### config.mk
export PLATFORM = sky130hd
export DESIGN_NAME = rom_loader
export DESIGN_NICKNAME = d
export VERILOG_FILES = /design/src/rtl/rom_loader.sv
export SDC_FILE = /design/constraint.sdc
export NUM_CORES = 1
export LEC_CHECK = 0
export BUFFER_PORTS_ARGS = -buffer_cell sky130_fd_sc_hd__clkbuf_2
export CAP_MARGIN = 0
export CORE_MARGIN = 1
export CORE_UTILIZATION = 60
export DETAILED_ROUTE_END_ITERATION = 10
export HOLD_SLACK_MARGIN = 0.05
export PLACE_DENSITY = 0.82
export SKIP_LAST_GASP = 1
export SYNTH_ARGS = -nofsm -noshare
export SYNTH_HDL_FRONTEND = slang
export SYNTH_SLANG_ARGS = --single-unit
export TNS_END_PERCENT = 30
### constraint.sdc
create_clock -name CLK100MHZ -period 3.4 [get_ports CLK100MHZ]
set_input_delay 0.17 -clock CLK100MHZ [delete_from_list [all_inputs] [get_ports CLK100MHZ]]
set_output_delay 0.17 -clock CLK100MHZ [all_outputs]
set_load 0.02 [all_outputs]
### src/rtl/rom_loader.sv
// rtl/rom_loader.sv - byte-stream loader with a combinational read port for the lookup memory
// Optional running XOR checksum on csum when ROM_LOADER_CSUM_EN is defined.
module rom_loader #(
  parameter int DATA_W = 8,
  parameter int ADDR_W = 3
) (
  input  logic              CLK100MHZ,
  input  logic              CPU_RESETN,
  input  logic              start,
  input  logic [ADDR_W-1:0] start_addr,
  input  logic [ADDR_W:0]   load_len,
  input  logic              abort,
  input  logic              wr_valid,
  input  logic [DATA_W-1:0] wr_data,
  output logic              wr_ready,
  output logic              busy,
  output logic              done,
  input  logic [ADDR_W-1:0] rd_addr,
  output logic [DATA_W-1:0] rd_data,
  output logic [DATA_W-1:0] csum
);
  localparam int DEPTH = 2**ADDR_W;
  localparam logic [ADDR_W:0] DEPTH_L = (ADDR_W+1)'(DEPTH);
  localparam logic [ADDR_W:0] ONE_L   = (ADDR_W+1)'(1);

  typedef enum logic [1:0] {S_IDLE, S_LOAD, S_DONE} state_e;

  state_e            state_q, state_d;
  logic [ADDR_W-1:0] ptr_q, ptr_d;
  logic [ADDR_W:0]   rem_q, rem_d;
  logic [DATA_W-1:0] mem_q [DEPTH];
  logic [ADDR_W:0]   len_eff;
  logic              xfer;

  // A length of zero means a full-depth load; anything beyond DEPTH is clamped.
  always_comb begin
    len_eff = load_len;
    if (load_len == '0 || load_len > DEPTH_L) len_eff = DEPTH_L;
  end

  always_comb begin
    state_d  = state_q;
    ptr_d    = ptr_q;
    rem_d    = rem_q;
    wr_ready = 1'b0;
    busy     = 1'b0;
    done     = 1'b0;
    xfer     = 1'b0;
    unique case (state_q)
      S_IDLE: begin
        if (start) begin
          state_d = S_LOAD;
          ptr_d   = start_addr;
          rem_d   = len_eff;
        end
      end
      S_LOAD: begin
        wr_ready = 1'b1;
        busy     = 1'b1;
        // Abort wins over a coincident byte: nothing is written on the abort edge.
        if (abort) begin
          state_d = S_IDLE;
        end else if (wr_valid) begin
          xfer  = 1'b1;
          ptr_d = ptr_q + 1'b1;
          rem_d = rem_q - 1'b1;
          if (rem_q == ONE_L) state_d = S_DONE;
        end
      end
      S_DONE: begin
        done    = 1'b1;
        state_d = S_IDLE;
      end
      default: state_d = S_IDLE;
    endcase
  end

  always_ff @(posedge CLK100MHZ or negedge CPU_RESETN) begin
    if (!CPU_RESETN) begin
      state_q <= S_IDLE;
      ptr_q   <= '0;
      rem_q   <= '0;
    end else begin
      state_q <= state_d;
      ptr_q   <= ptr_d;
      rem_q   <= rem_d;
    end
  end

  always_ff @(posedge CLK100MHZ or negedge CPU_RESETN) begin
    if (!CPU_RESETN) begin
      for (int i = 0; i < DEPTH; i++) mem_q[i] <= '0;
    end else if (xfer) begin
      mem_q[ptr_q] <= wr_data;
    end
  end

  assign rd_data = mem_q[rd_addr];

`ifdef ROM_LOADER_CSUM_EN
  logic [DATA_W-1:0] csum_q, csum_d;
  logic              start_ok;

  assign start_ok = (state_q == S_IDLE) && start;

  always_comb begin
    csum_d = csum_q;
    if (start_ok)  csum_d = '0;
    else if (xfer) csum_d = csum_q ^ wr_data;
  end

  always_ff @(posedge CLK100MHZ or negedge CPU_RESETN) begin
    if (!CPU_RESETN) csum_q <= '0;
    else             csum_q <= csum_d;
  end

  assign csum = csum_q;
`else
  assign csum = '0;
`endif

endmodule

Word-level counts from Yosys, hierarchy flattened
Index checks and enable logic that the tools add are counted.

Add/subtract/negate cells: 2. $lt $le $gt $ge: 4. Equality and inequality tests: 8. Muxes and demuxes: 25. Bitwise gates (word level): 2. Reduce and logical (&&, ||, !) cells: 7.

Operators by type and width (number): bitwise mux 64 bit (1); binary-select mux 8 bit (select 3 bit) (1); demux 8 bit (select 3 bit) (1); two-way mux 8 bit (3); two-way mux 4 bit (4); two-way mux 3 bit (3); greater-or-equal comparator 4 bit (second input constant) (2); two-way mux 2 bit (4); NOT 3 -> 4 bit (2); one-hot mux 4 bit (2 select lines) (1); inequality test 2 bit (second input constant) (3); inequality test 3 bit (second input constant) (2); one-hot mux 3 bit (2 select lines) (1); two-way mux 1 bit (5); == test 4 x 1 -> 1 bit (second input constant) (1); > comparator 4 bit (second input constant) (1); logical NOT 4 bit (1); less-than comparator 4 x 1 -> 1 bit (second input constant) (1); one-hot mux 2 bit (2 select lines) (1); AND reduction 4 bit (1); subtractor 4 x 1 -> 4 bit (second input constant) (1); adder 3 x 1 -> 3 bit (second input constant) (1); AND reduction 3 bit (1); == test 2 x 1 -> 1 bit (second input constant) (1); 5 further kinds (5).

Register bits after elaboration: 73. Input bits: 23. Output and inout port bits: 19. Word-level logic and storage cells: 59.

Depth between registers and ports, before layout
Gate-level depths: netlist of the first run.

Word-level depth: 6. Mapped depth: 5. Depth with buffers taken out: 5.

Worst setup path after synthesis of the first run
No wires, ideal clock.

Path kind: register -> register. Start point: register state_q[1]. End point: register mem_q[48] in the netlist's numbering. Arrival: 1640 ps. Required time: 3275 ps. Path slack: 1635 ps. Stages on the path, launching flop included: 6. Buffers on the path: 2. Period minus slack after synthesis: 1765 ps. Cells stage by stage: dfrtp_1 -> buf_6 -> nand4bb_1 -> buf_6 -> nor4b_4 -> mux2_2.

Longest elaborated chain between the ends: 2.

Ends and longest elaborated chain: start, declared (line 28) `state_e state_q, state_d;`; start signal, assigned (line 84) `state_q <= state_d;`; == test 2 x 1 -> 1 bit (line 49) `unique case (state_q)`; two-way mux 1 bit (line 49); end signal, assigned by index (line 94) `mem_q[ptr_q] <= wr_data;`; end, declared (line 31) `logic [DATA_W-1:0] mem_q [DEPTH];`.

Every way passes these cells. A chain may end at the register's enable or synchronous reset.

Final worst setup path of the first run
Start point: register state_q[1]. End point: register mem_q[52] in the netlist's numbering.

Same word-level chain as after synthesis.

==> summary.md, run 1 <==
| Metric | Value |
|---|---|
| CTS max path bufs | `2` |
| Most frequent cells in the layout | `75 x mux2_2, 73 x dfrtp_1, 32 x clkbuf_2` |
| Fin nets | `approximately 300` |
| Hold Crit Class | `input port to flip-flop` |
| Mapped Area | `3625 um^2` |
| Max-Cap Viols | `0` |
| DR iter-0 viols | `126` |
| Synth warn | `0` |
| Avg Inst Size Synth | `15.23 um^2` |
| Period Utilization, post-route | `between 60% and 70%` |
| Ys async rst share | `100.0%` |
| First-pass GRT wire length | `11320 um` |
| Die Ht | `roughly 80 um` |
| Fin. Hold Viols | `0` |
| Seq/Total Area, Yosys | `between 50% and 60%` |
| Max rail drop VDD | `0.0003655 V` |
| Clk sinks | `73` |
| Synth top area share | `50.40%` |
| CTS root buffer | `clkbuf_8` |
| Vias post-DR | `around 2200` |
| Cell count after synthesis | `238` |
| Core area | `5675 um^2` |
| IO Port Bufs | `33` |
| Worst-Margin Slew | `0.7890 ns` |
| Pre-antenna DRT Iters | `4` |
| Vias in the first global route | `2186` |
| Critical Path AT | `between 2 and 3 ns` |
| Cell taking the most area after synthesis | `dfrtp_1` |
| Most common cell after layout, fill and taps aside | `mux2_2` |
| Skew final | `0.008722 ns` |
| Routed length per instance | `just over 20 um` |
| Worst R2R Setup Slack | `1.09 ns` |
| Die footprint | `approximately 6400 um^2` |
| Initial core utilization | `63.87%` |
| Kind of start point of the critical path | `flip-flop` |
| Setup_tns | `0 ns` |
| Final min period | `roughly 2.3 ns` |
| Total CTS buffers | `9` |
| GR Overflow Total | `0` |
| Share of cells above drive strength 1 | `a little over half` |
| Total track usage | `~25%` |
| Post-synth EDFFs | `0` |
| Status | `complete, no violations` |
| Wirelength, routed | `6957 um` |
| Dpl cell area | `3775 um^2` |
| CTS H-Tree Depth | `3` |
| Initial antenna violation count | `0` |
| Post-route cell area | `3980 um^2` |
| Worst skew pair latency | `0.35 ns` |
| Post-synth cell types | `a little over 40` |
| Number of diodes | `0` |
| Critical-path maximum fanout | `10` |
| Area grow syn2layout | `9.803%` |
| Slew Limit Headroom | `47.17%` |
| Die width | `79.73 um` |
| Critical path class | `flip-flop to flip-flop` |
| Max-slew violation count | `0` |
| DP Wirelength | `4477 um` |
| TritonCTS clock tree | `yes` |
| Routed Antenna Nets | `0` |
| Pwr dens | `approximately 780 nW/um^2` |
| FMAX | `433.1 MHz` |
| Core Util, Final | `70.13%` |
| Worst Hold Depth | `3` |
| Largest net degree at the start of global routing | `56` |
| Top cells by area, synth | `dfrtp_1 50%, mux2_2 23%, mux4_2 9.9%` |
| GPL Wtd Cong | `0.8349` |
| Row cnt | `27` |
| Fillcell total | `390` |
| Seq cells post-synth | `73` |
| I/O Pins | `42` |
| Setup crit end kind | `flip-flop` |
| # setup viols final | `0` |
| DR DRC count | `0` |
| R2R depth | `3` |
| RSZ-0062 raised after global routing | `false` |
| P_leak | `1.881 nW` |
| Vias/cell | `between 6 and 7` |
| Clock-pin slew on the worst setup and hold paths | `around 0.080 ns` |
| Post-synth top flop | `dfrtp_1` |
| Hold Slack | `0.07410 ns` |
| Req. time, crit path | `3.64 ns` |
==> worst max-delay path, cell delays in order, from the launching register on <==
cell and delay [ns]:
dfrtp_1 0.46, nand4bb_1 0.49, nor4b_4 0.83, mux2_2 0.42
==> metal layers <==
| metal | global-route usage, % | part of all wire [%] | routed length [um] | vias up |
|---|---|---|---|---|
| li1 | - | - | - | 939 |
| met1 | 33.99 | 44 | 3081 | 1146 |
| met2 | 38.63 | 50 | 3497 | 55 |
| met3 | 4.571 | 3.5 | 244 | 12 |
| met4 | 12.18 | 1.9 | 134 | 0 |
| met5 | 0 | 0 | 0 | - |
==> synth_stat cells (2+ instances only) <==
cell	number
mux2i_1	2
dfrtp_1	73
and4bb_2	2
nand4bb_1	2
nor3_1	2
nor3b_1	2
mux2_2	75
clkbuf_1	6
ha_1	3
mux4_2	16
buf_2	3
and3_1	2
o22ai_1	2
a21oi_1	3
nor4b_4	2
buf_4	10
nand2b_1	3
buf_6	2
inv_1	5
nand4b_2	2
==> logic make-up (layout without fill, tap and decap cells) <==
group                    Yosys count  after routing  synth area share, %
multiplexers                      93             93                33.79
flip-flops                        73             73                50.40
AND/OR/NAND/NOR                   29             29                7.905
buffers and inverters             27             56                4.349
AO/OA/AOI/OAI                     12             12                2.416
adder cells (fa/ha/maj)            3              3                1.036
other                              1              8               0.1035
==> sequential cells by signal, summed over array words and instances, names as in the netlist <==
name     cells
state_q      2
rem_q        4
mem_q       64
ptr_q        3
==> power breakdown <==
group          switching (W)  internal [W]
Combinational       0.000365      0.000579
Sequential          0.000275       0.00125
Clock               0.000320      0.000335
==> stage by stage <==
stage	setup WS [ns]	power, W	instances
2_1_floorplan	1.635	0.002240	245
3_3_place_gp	1.126	0.002418	329
3_5_place_dp	1.120	0.002478	329
4_1_cts	1.108	0.003141	346
5_1_grt	1.018	0.003300	346
6_report	1.091	0.003123	346
==> layout make-up <==
| class | count | area [um^2] | area share [%] |
|---|---|---|---|
| Clock inverter | 5 | 57.56 | 1.446 |
| Multi-Input combinational cell | 145 | 1667 | 41.87 |
| Sequential cell | 73 | 1827 | 45.90 |
| Timing Repair Buffer | 36 | 192.7 | 4.841 |
| Clock buffer | 10 | 127.6 | 3.207 |
| Tap cell | 72 | 90.09 | 2.263 |
| Inverter | 5 | 18.77 | 0.4715 |
==> path summary, 6_finish.rpt <==
kind | from | endpoint
min | start | state_q[0]
max in group asynchronous | CPU_RESETN | mem_q[15]
max | state_q[1] | mem_q[52]
min reg2reg | mem_q[43] | mem_q[43]
max reg2reg | state_q[1] | mem_q[52]
min in group asynchronous | CPU_RESETN | mem_q[2]
==> timing repair <==
action / in CTS / in global routing
gates resized for setup: 0 / 0
hold buffers: 2 / 0
hold endpoints to repair: 19 / 0
buffers inserted: 0 / 0
No activity file was read; power rests on OpenSTA's default activity.
==> run 2: changes to the inputs <==
Settings changed: ABC_AREA set to 1, CORE_UTILIZATION 60 to 53, PLACE_DENSITY 0.82 to 0.76.
Clock period 3.4 ns to 2.1 ns, I/O delays scaled along.
==> summary.md, run 2 <==
| Metric | Value |
|---|---|
| Setup_tns | `0 ns (unchanged)` |
| Core area | `6794 um^2 (+20%)` |
| Final WS setup | `0.4772 ns (-0.6138 ns)` |
| Pwr dens | `1181 nW/um^2 (+51%)` |
| Synth top area share | `49.26% (-1.1 points)` |
| Post-Layout Cell Count | `580 (+68%)` |
| Total track usage | `25.13% (+0.19 points)` |
| Die Ht | `85.65 um (+7.4%)` |
| Post-synth cell types | `27 (-34%)` |
| FMAX | `616.2 MHz (+42%)` |
| RSZ-0062 raised after global routing | `false` |
| Dpl cells | `559 (+70%)` |
| Max reg flops | `64 (unchanged)` |
| Avg Inst Size Synth | `8.260 um^2 (-46%)` |
| Fin nets | `505 (+71%)` |
| Row cnt | `30 (+11%)` |
| Clk sinks | `73 (unchanged)` |
| Hold Crit Class | `input port to flip-flop` |
| CTS max path bufs | `2 (unchanged)` |
| Cell count after synthesis | `449 (+89%)` |
| DR iter-0 viols | `208 (+65%)` |
| Largest regs | `mem_q x64, rem_q x4, ptr_q x3` |
| Slew Limit Headroom | `58.12% (+11 points)` |
| Cell taking the most area after synthesis | `dfrtp_1` |
| Top cells by area, synth | `dfrtp_1 49%, nand2_1 12%, o21ai_0 11%` |
| Seq/Total Area, Yosys | `49.26% (-1.1 points)` |
| Routed length per instance | `14.09 um (-30%)` |
| IO Port Bufs | `33 (unchanged)` |
| Wirelength, routed | `8174 um (+17%)` |
| Synth warn | `0 (unchanged)` |
| Worst skew pair latency | `0.35 ns (about the same)` |
| Kind of start point of the critical path | `flip-flop` |
| Final min period | `1.623 ns (-0.6862 ns)` |
| Period Utilization, post-route | `77.27% (+9.4 points)` |
| Post-route cell area | `4090 um^2 (+2.8%)` |
| Worst hold start | `load_len[3]` |
| Vias/cell | `5.243 (-16%)` |
| Seq cells post-synth | `73 (unchanged)` |
| Mapped Area | `3709 um^2 (+2.3%)` |
| CTS H-Tree Depth | `3 (unchanged)` |
| Seq pwr share | `48.0% (-0.8 points)` |
| Post-CTS resize count | `0 (unchanged)` |
| Number of diodes | `0 (unchanged)` |
| Critical path class | `flip-flop to flip-flop` |
| Critical Path AT | `1.85 ns (-0.70 ns)` |
| Routed Antenna Nets | `0 (unchanged)` |
| Critical-path maximum fanout | `16 (+6)` |
| Total CTS buffers | `9 (unchanged)` |
| I/O Pins | `42 (unchanged)` |
| TritonCTS clock tree | `yes` |
| Internal power | `0.003072 W (+42%)` |
| P_leak | `2.018 nW (+7.3%)` |
| First-pass GRT wire length | `14010 um (+24%)` |
| Share of cells above drive strength 1 | `18.60% (-36 points)` |
| Count leader, synth | `nand2_1` |
| Die footprint | `7336 um^2 (+15%)` |
| Area grow syn2layout | `10.29%` |
| Dpl cell area | `3845 um^2 (+1.9%)` |
| Initial antenna violation count | `0 (unchanged)` |
| # setup viols final | `0 (unchanged)` |
| Most common cell after layout, fill and taps aside | `nand2_1` |
| Initial core utilization | `54.59% (-9.3 points)` |
| Worst Setup SP | `state_q[1]` |
| Switching Fraction | `36.43% (+5.7 points)` |
| Max rail drop VDD | `0.0007225 V (+98%)` |
| Worst reg2reg path startpoint | `state_q[1]` |
| Worst-Margin Slew | `0.6282 ns (-0.1609 ns)` |
| Die width | `85.65 um (+7.4%)` |
| Vias in the first global route | `2822 (+29%)` |
| Post-synth EDFFs | `0 (unchanged)` |
| Clock-pin slew on the worst setup and hold paths | `0.07 ns (about the same)` |
| DP Wirelength | `5262 um (+18%)` |
| GPL Wtd Cong | `0.8507 (+1.9%)` |
| Max-slew violation count | `0 (unchanged)` |
| Top reg by flops | `mem_q` |
| Status | `complete, no violations` |
| DR DRC count | `0 (unchanged)` |
| Ys async rst share | `100.0% (unchanged)` |
| Pre-CTS WS | `0.4999 ns (-0.6202 ns)` |
| Switching pwr | `0.001760 W (+83%)` |
| Vias post-DR | `3041 (+41%)` |
| CTS root buffer | `clkbuf_8` |
| Clock share of power | `22.3% (+1.3 points)` |
| Req. time, crit path | `2.33 ns (-1.31 ns)` |
| Pre-antenna DRT Iters | `5 (+1)` |
| Setup crit end kind | `flip-flop` |
| Most frequent cells in the layout | `122 x nand2_1, 81 x o21ai_0, 73 x dfrtp_1` |
| GR Overflow Total | `0 (unchanged)` |
| Combinational power share | `29.6% (-0.6 points)` |
| Largest net degree at the start of global routing | `74 (+32%)` |
| Fin. Hold Viols | `0 (unchanged)` |
| Skew final | `0.007874 ns (-0.0008482 ns)` |
| Max-Cap Viols | `0 (unchanged)` |
| Top cells by count, synth | `122 x nand2_1, 81 x o21ai_0, 73 x dfrtp_1` |
| Post-synth top flop | `dfrtp_1` |
## run 2: cell count changes after synthesis, sizes merged, moves of 6 or more
cell   before  now
nor2        2   59
buf        16   24
mux4       16    0
nand3       1    7
inv         5   22
o21ai       0  118
mux2       75    0
nand2       1  125
## run 2: power groups by stage
stage / combinational (W) / sequential [W] / clock [W]
floorplan: 0.00120 / 0.00222 / 0
global placement: 0.00137 / 0.00232 / 0
detailed placement: 0.00143 / 0.00234 / 0
CTS: 0.00144 / 0.00232 / 0.00110
global route: 0.00166 / 0.00239 / 0.00118
finish: 0.00143 / 0.00232 / 0.00108
## run 2: kinds of logic after synthesis
family / share of synthesized area [%]
simple gates: 22.03
compound gates: 19.03
flops: 49.26
buf+inv: 8.097
fa+ha+maj: 1.012
xor+xnor: 0.4724
other cells: 0.1011
## run 2: final timing paths
| path | to | slack [ns] | cells after the start |
|---|---|---|---|
| hold reg to reg | mem_q[43] | 0.48 | 2 |
| setup reg to reg | mem_q[8] | 0.48 | 6 |
| hold / removal | rem_q[0] | 0.07 | 4 |
| max in group asynchronous | mem_q[55] | 1.48 | 3 |
| setup / recovery | mem_q[8] | 0.48 | 6 |
| min in group asynchronous | rem_q[1] | 0.32 | 3 |
## run 2: layout make-up
class | count | area, um^2
fill | 570 | 2704
clock buffer | 9 | 123.9
timing repair buffer | 42 | 257.7
sequential | 73 | 1827
tap | 96 | 120.1
inverter | 22 | 82.58
multi-input combinational | 331 | 1608
clock inverter | 7 | 71.32
## run 2: worst max-delay path, cell delays in order (launching register included)
cell	delay [ns]
dfrtp_1	0.38
inv_1	0.10
nand2_4	0.13
nor2_4	0.15
nand4_2	0.42
nand2_1	0.24
o21ai_2	0.07
## run 2: routing by layer
metal | global-route usage [%] | routed length (um)
met5 | 0 | 0
met4 | 12.12 | 168
met3 | 4.042 | 440
met2 | 37.38 | 3807
met1 | 36.21 | 3757
## run 2: what timing repair did
action                                 4_1_cts  5_1_grt
hold buffers                                 5        0
endpoints found under the hold margin       76        0
setup buffers                                0        0
## run 2: metrics by stage
step                      utilization, %  power (W)  hold WS, ns
after floorplan                        -   0.003423      -0.1906
after global placement             56.59   0.003686       0.1729
after detailed placement           56.59   0.003761       0.1687
after CTS                          60.20   0.004859      0.06161
after global routing               60.20   0.005226      0.08982
final                              60.20   0.004832      0.07014
==> run 3: changes to the inputs <==
Clock period 2.1 ns to 1.4 ns, I/O delays scaled along.
==> summary.md, run 3 (synthesis results as in run 2) <==
| Metric | Value |
|---|---|
| Status | `complete, but fails checks` |
| Failing checks | `negative setup slack` |
| Largest net degree at the start of global routing | `42 (-43%)` |
| R2R Path End | `mem_q[8]` |
| Clock-pin slew on the worst setup and hold paths | `0.08 ns (about the same)` |
| Worst skew pair latency | `0.35 ns (about the same)` |
| Seq pwr share | `44.3% (-3.7 points)` |
| Tot Pwr | `0.007839 W (+62%)` |
| Largest regs | `mem_q x64, rem_q x4, ptr_q x3` |
| Row cnt | `30 (unchanged)` |
| Worst R2R Setup Slack | `0 ns (-0.48 ns)` |
| Most frequent cells in the layout | `118 x nand2_1, 72 x o21ai_0, 71 x dfrtp_1` |
| Pwr dens | `1777 nW/um^2 (+50%)` |
| Critical-path maximum fanout | `2 (-14)` |
| R2R depth | `7 (+1)` |
| Post-Layout Cell Count | `601 (+3.6%)` |
| Share of cells above drive strength 1 | `22.97% (+4.4 points)` |
| Fin. Hold Viols | `0 (unchanged)` |
| IO Port Bufs | `33 (unchanged)` |
| TritonCTS clock tree | `yes` |
| Initial core utilization | `54.59% (unchanged)` |
| Die footprint | `7336 um^2 (unchanged)` |
| Vias in the first global route | `2829 (+0.25%)` |
| CTS H-Tree Depth | `3 (unchanged)` |
| Wirelength, routed | `8672 um (+6.1%)` |
| Setup_tns | `-0.04395 ns (-0.04395 ns)` |
| Final WS setup | `-0.02418 ns (-0.5014 ns)` |
| Req. time, crit path | `1.33 ns (-1.00 ns)` |
| Final min period | `~1.4 ns` |
| Worst setup endpoint | `rd_data[0]` |
| Period Utilization, post-route | `101.7%` |
| Max reg flops | `64 (unchanged)` |
| Critical path class | `flip-flop to primary output` |
| Die width | `85.65 um (unchanged)` |
| GPL Wtd Cong | `0.8369 (-1.6%)` |
| Die Ht | `85.65 um (unchanged)` |
| Critical Path AT | `1.35 ns (-0.50 ns)` |
| Switching Fraction | `35.42% (-1.0 points)` |
| Clock share of power | `24.3% (+2.0 points)` |
| Fillcell total | `562 (-1.4%)` |
| Core Util, Final | `64.94% (+4.7 points)` |
| Combinational power share | `31.4% (+1.8 points)` |
| GR Overflow Total | `0 (unchanged)` |
| Switching pwr | `0.002777 W (+58%)` |
| Vias/cell | `5.250 (+0.12%)` |
| DR iter-0 viols | `271 (+30%)` |
| Total CTS buffers | `9 (unchanged)` |
| Max-slew violation count | `0 (unchanged)` |
| Dpl cells | `572 (+2.3%)` |
| First-pass GRT wire length | `14030 um (+0.15%)` |
| CTS root buffer | `clkbuf_8` |
| # setup viols final | `4 (+4)` |
| I/O Pins | `42 (unchanged)` |
| CTS max path bufs | `2 (unchanged)` |
| Setup crit end kind | `primary output` |
| Number of diodes | `0 (unchanged)` |
| Routed length per instance | `14.43 um (+2.4%)` |
| Routed Antenna Nets | `0 (unchanged)` |
| Worst reg2reg path startpoint | `state_q[1]` |
| Most common cell after layout, fill and taps aside | `nand2_1` |
| RSZ-0062 raised after global routing | `true` |
| Internal power | `0.005062 W (+65%)` |
| Worst Setup SP | `mem_q[24]` |
| Clk sinks | `73 (unchanged)` |
| Hold Crit Class | `input port to flip-flop` |
| Pre-antenna DRT Iters | `4 (-1)` |
| Total track usage | `25.09% (-0.032 points)` |
| Top reg by flops | `mem_q` |
| Max rail drop VDD | `0.001176 V (+63%)` |
| Max-Cap Viols | `0 (unchanged)` |
| DR DRC count | `0 (unchanged)` |
| Vias post-DR | `3155 (+3.7%)` |
| DP Wirelength | `5316 um (+1.0%)` |
| Fin nets | `526 (+4.2%)` |
| Kind of start point of the critical path | `flip-flop` |
| Skew final | `0.009735 ns (+0.001861 ns)` |
| FMAX | `702.2 MHz` |
| P_leak | `2.203 nW (+9.2%)` |
| Core area | `6794 um^2 (unchanged)` |
| Pre-CTS WS | `0.009450 ns (-0.4905 ns)` |
| Initial antenna violation count | `0 (unchanged)` |
| Area grow syn2layout | `18.96%` |
run 3: changes by cell type in the layout (fill, tap and decap cells not counted), sizes merged:
cell,previous run,this run
clkinv,3,1
clkbuf,41,40
nand2,125,126
buf,5,26
inv,22,24
dlygate4sd3,5,7
bufinv,1,2
clkinvlp,3,0
run 3: what timing repair did:
item / in CTS / in global routing
setup buffers: 0 / 6
endpoints found under the setup margin: 6 / 56
endpoints found under the hold margin: 20 / 0
hold buffers: 7 / 0
cloned: 0 / 1
resized for setup: 5 / 26
pin swaps: 1 / 9
run 3: how the worst min path moves through the flow:
stage	from	end	slack, ns	depth (start not counted)
after floorplan	CPU_RESETN	mem_q[0]	-0.23	0
after global placement	CPU_RESETN	mem_q[12]	0.04	1
after detailed placement	CPU_RESETN	mem_q[12]	0.03	1
after CTS	start_addr[0]	ptr_q[0]	0.06	5
after global routing	start_addr[1]	ptr_q[1]	0.11	5
final	start_addr[0]	ptr_q[0]	0.05	5
run 3: cell type report:
class,instances,area [um^2],share of cell area [%]
clock inverter,5,86.33,1.957
multi-input combinational,332,1642,37.21
inverter,22,82.58,1.872
sequential,73,1829,41.46
clock buffer,11,141.4,3.205
timing repair buffer,62,510.5,11.57
tap,96,120.1,2.723
run 3: worst max-delay path: stages, from the launching register on:
cell and delay (ns):
dfrtp_1 0.38, nor2_1 0.08, nor2_1 0.04, o21ai_0 0.07, o21ai_0 0.11, nand2_1 0.07
nand2_1 0.09, clkbuf_2 0.17
run 3: per-layer routing:
layer,vias to the layer above,GRT usage [%],part of all wire (%)
met2,116,37.31,46
met3,13,5.486,8.5
met4,0,9.545,1.4
met5,-,0,0
li1,1551,-,-
met1,1475,36.14,44
run 3: power groups by stage:
stage	Sequential (W)	Combinational (W)	Clock, W
after CTS	0.00346	0.00229	0.00191
after floorplan	0.00333	0.00180	0
after detailed placement	0.00349	0.00224	0
final	0.00347	0.00246	0.00190
after global routing	0.00357	0.00282	0.00201
after global placement	0.00346	0.00215	0
run 3: metrics by stage:
step                hold slack [ns]  area, um^2
detailed placement          0.03325        4005
CTS                         0.05609        4314
floorplan                   -0.2256        3735
global placement            0.03789        4005
global route                 0.1066        4412
finish                      0.05332        4412
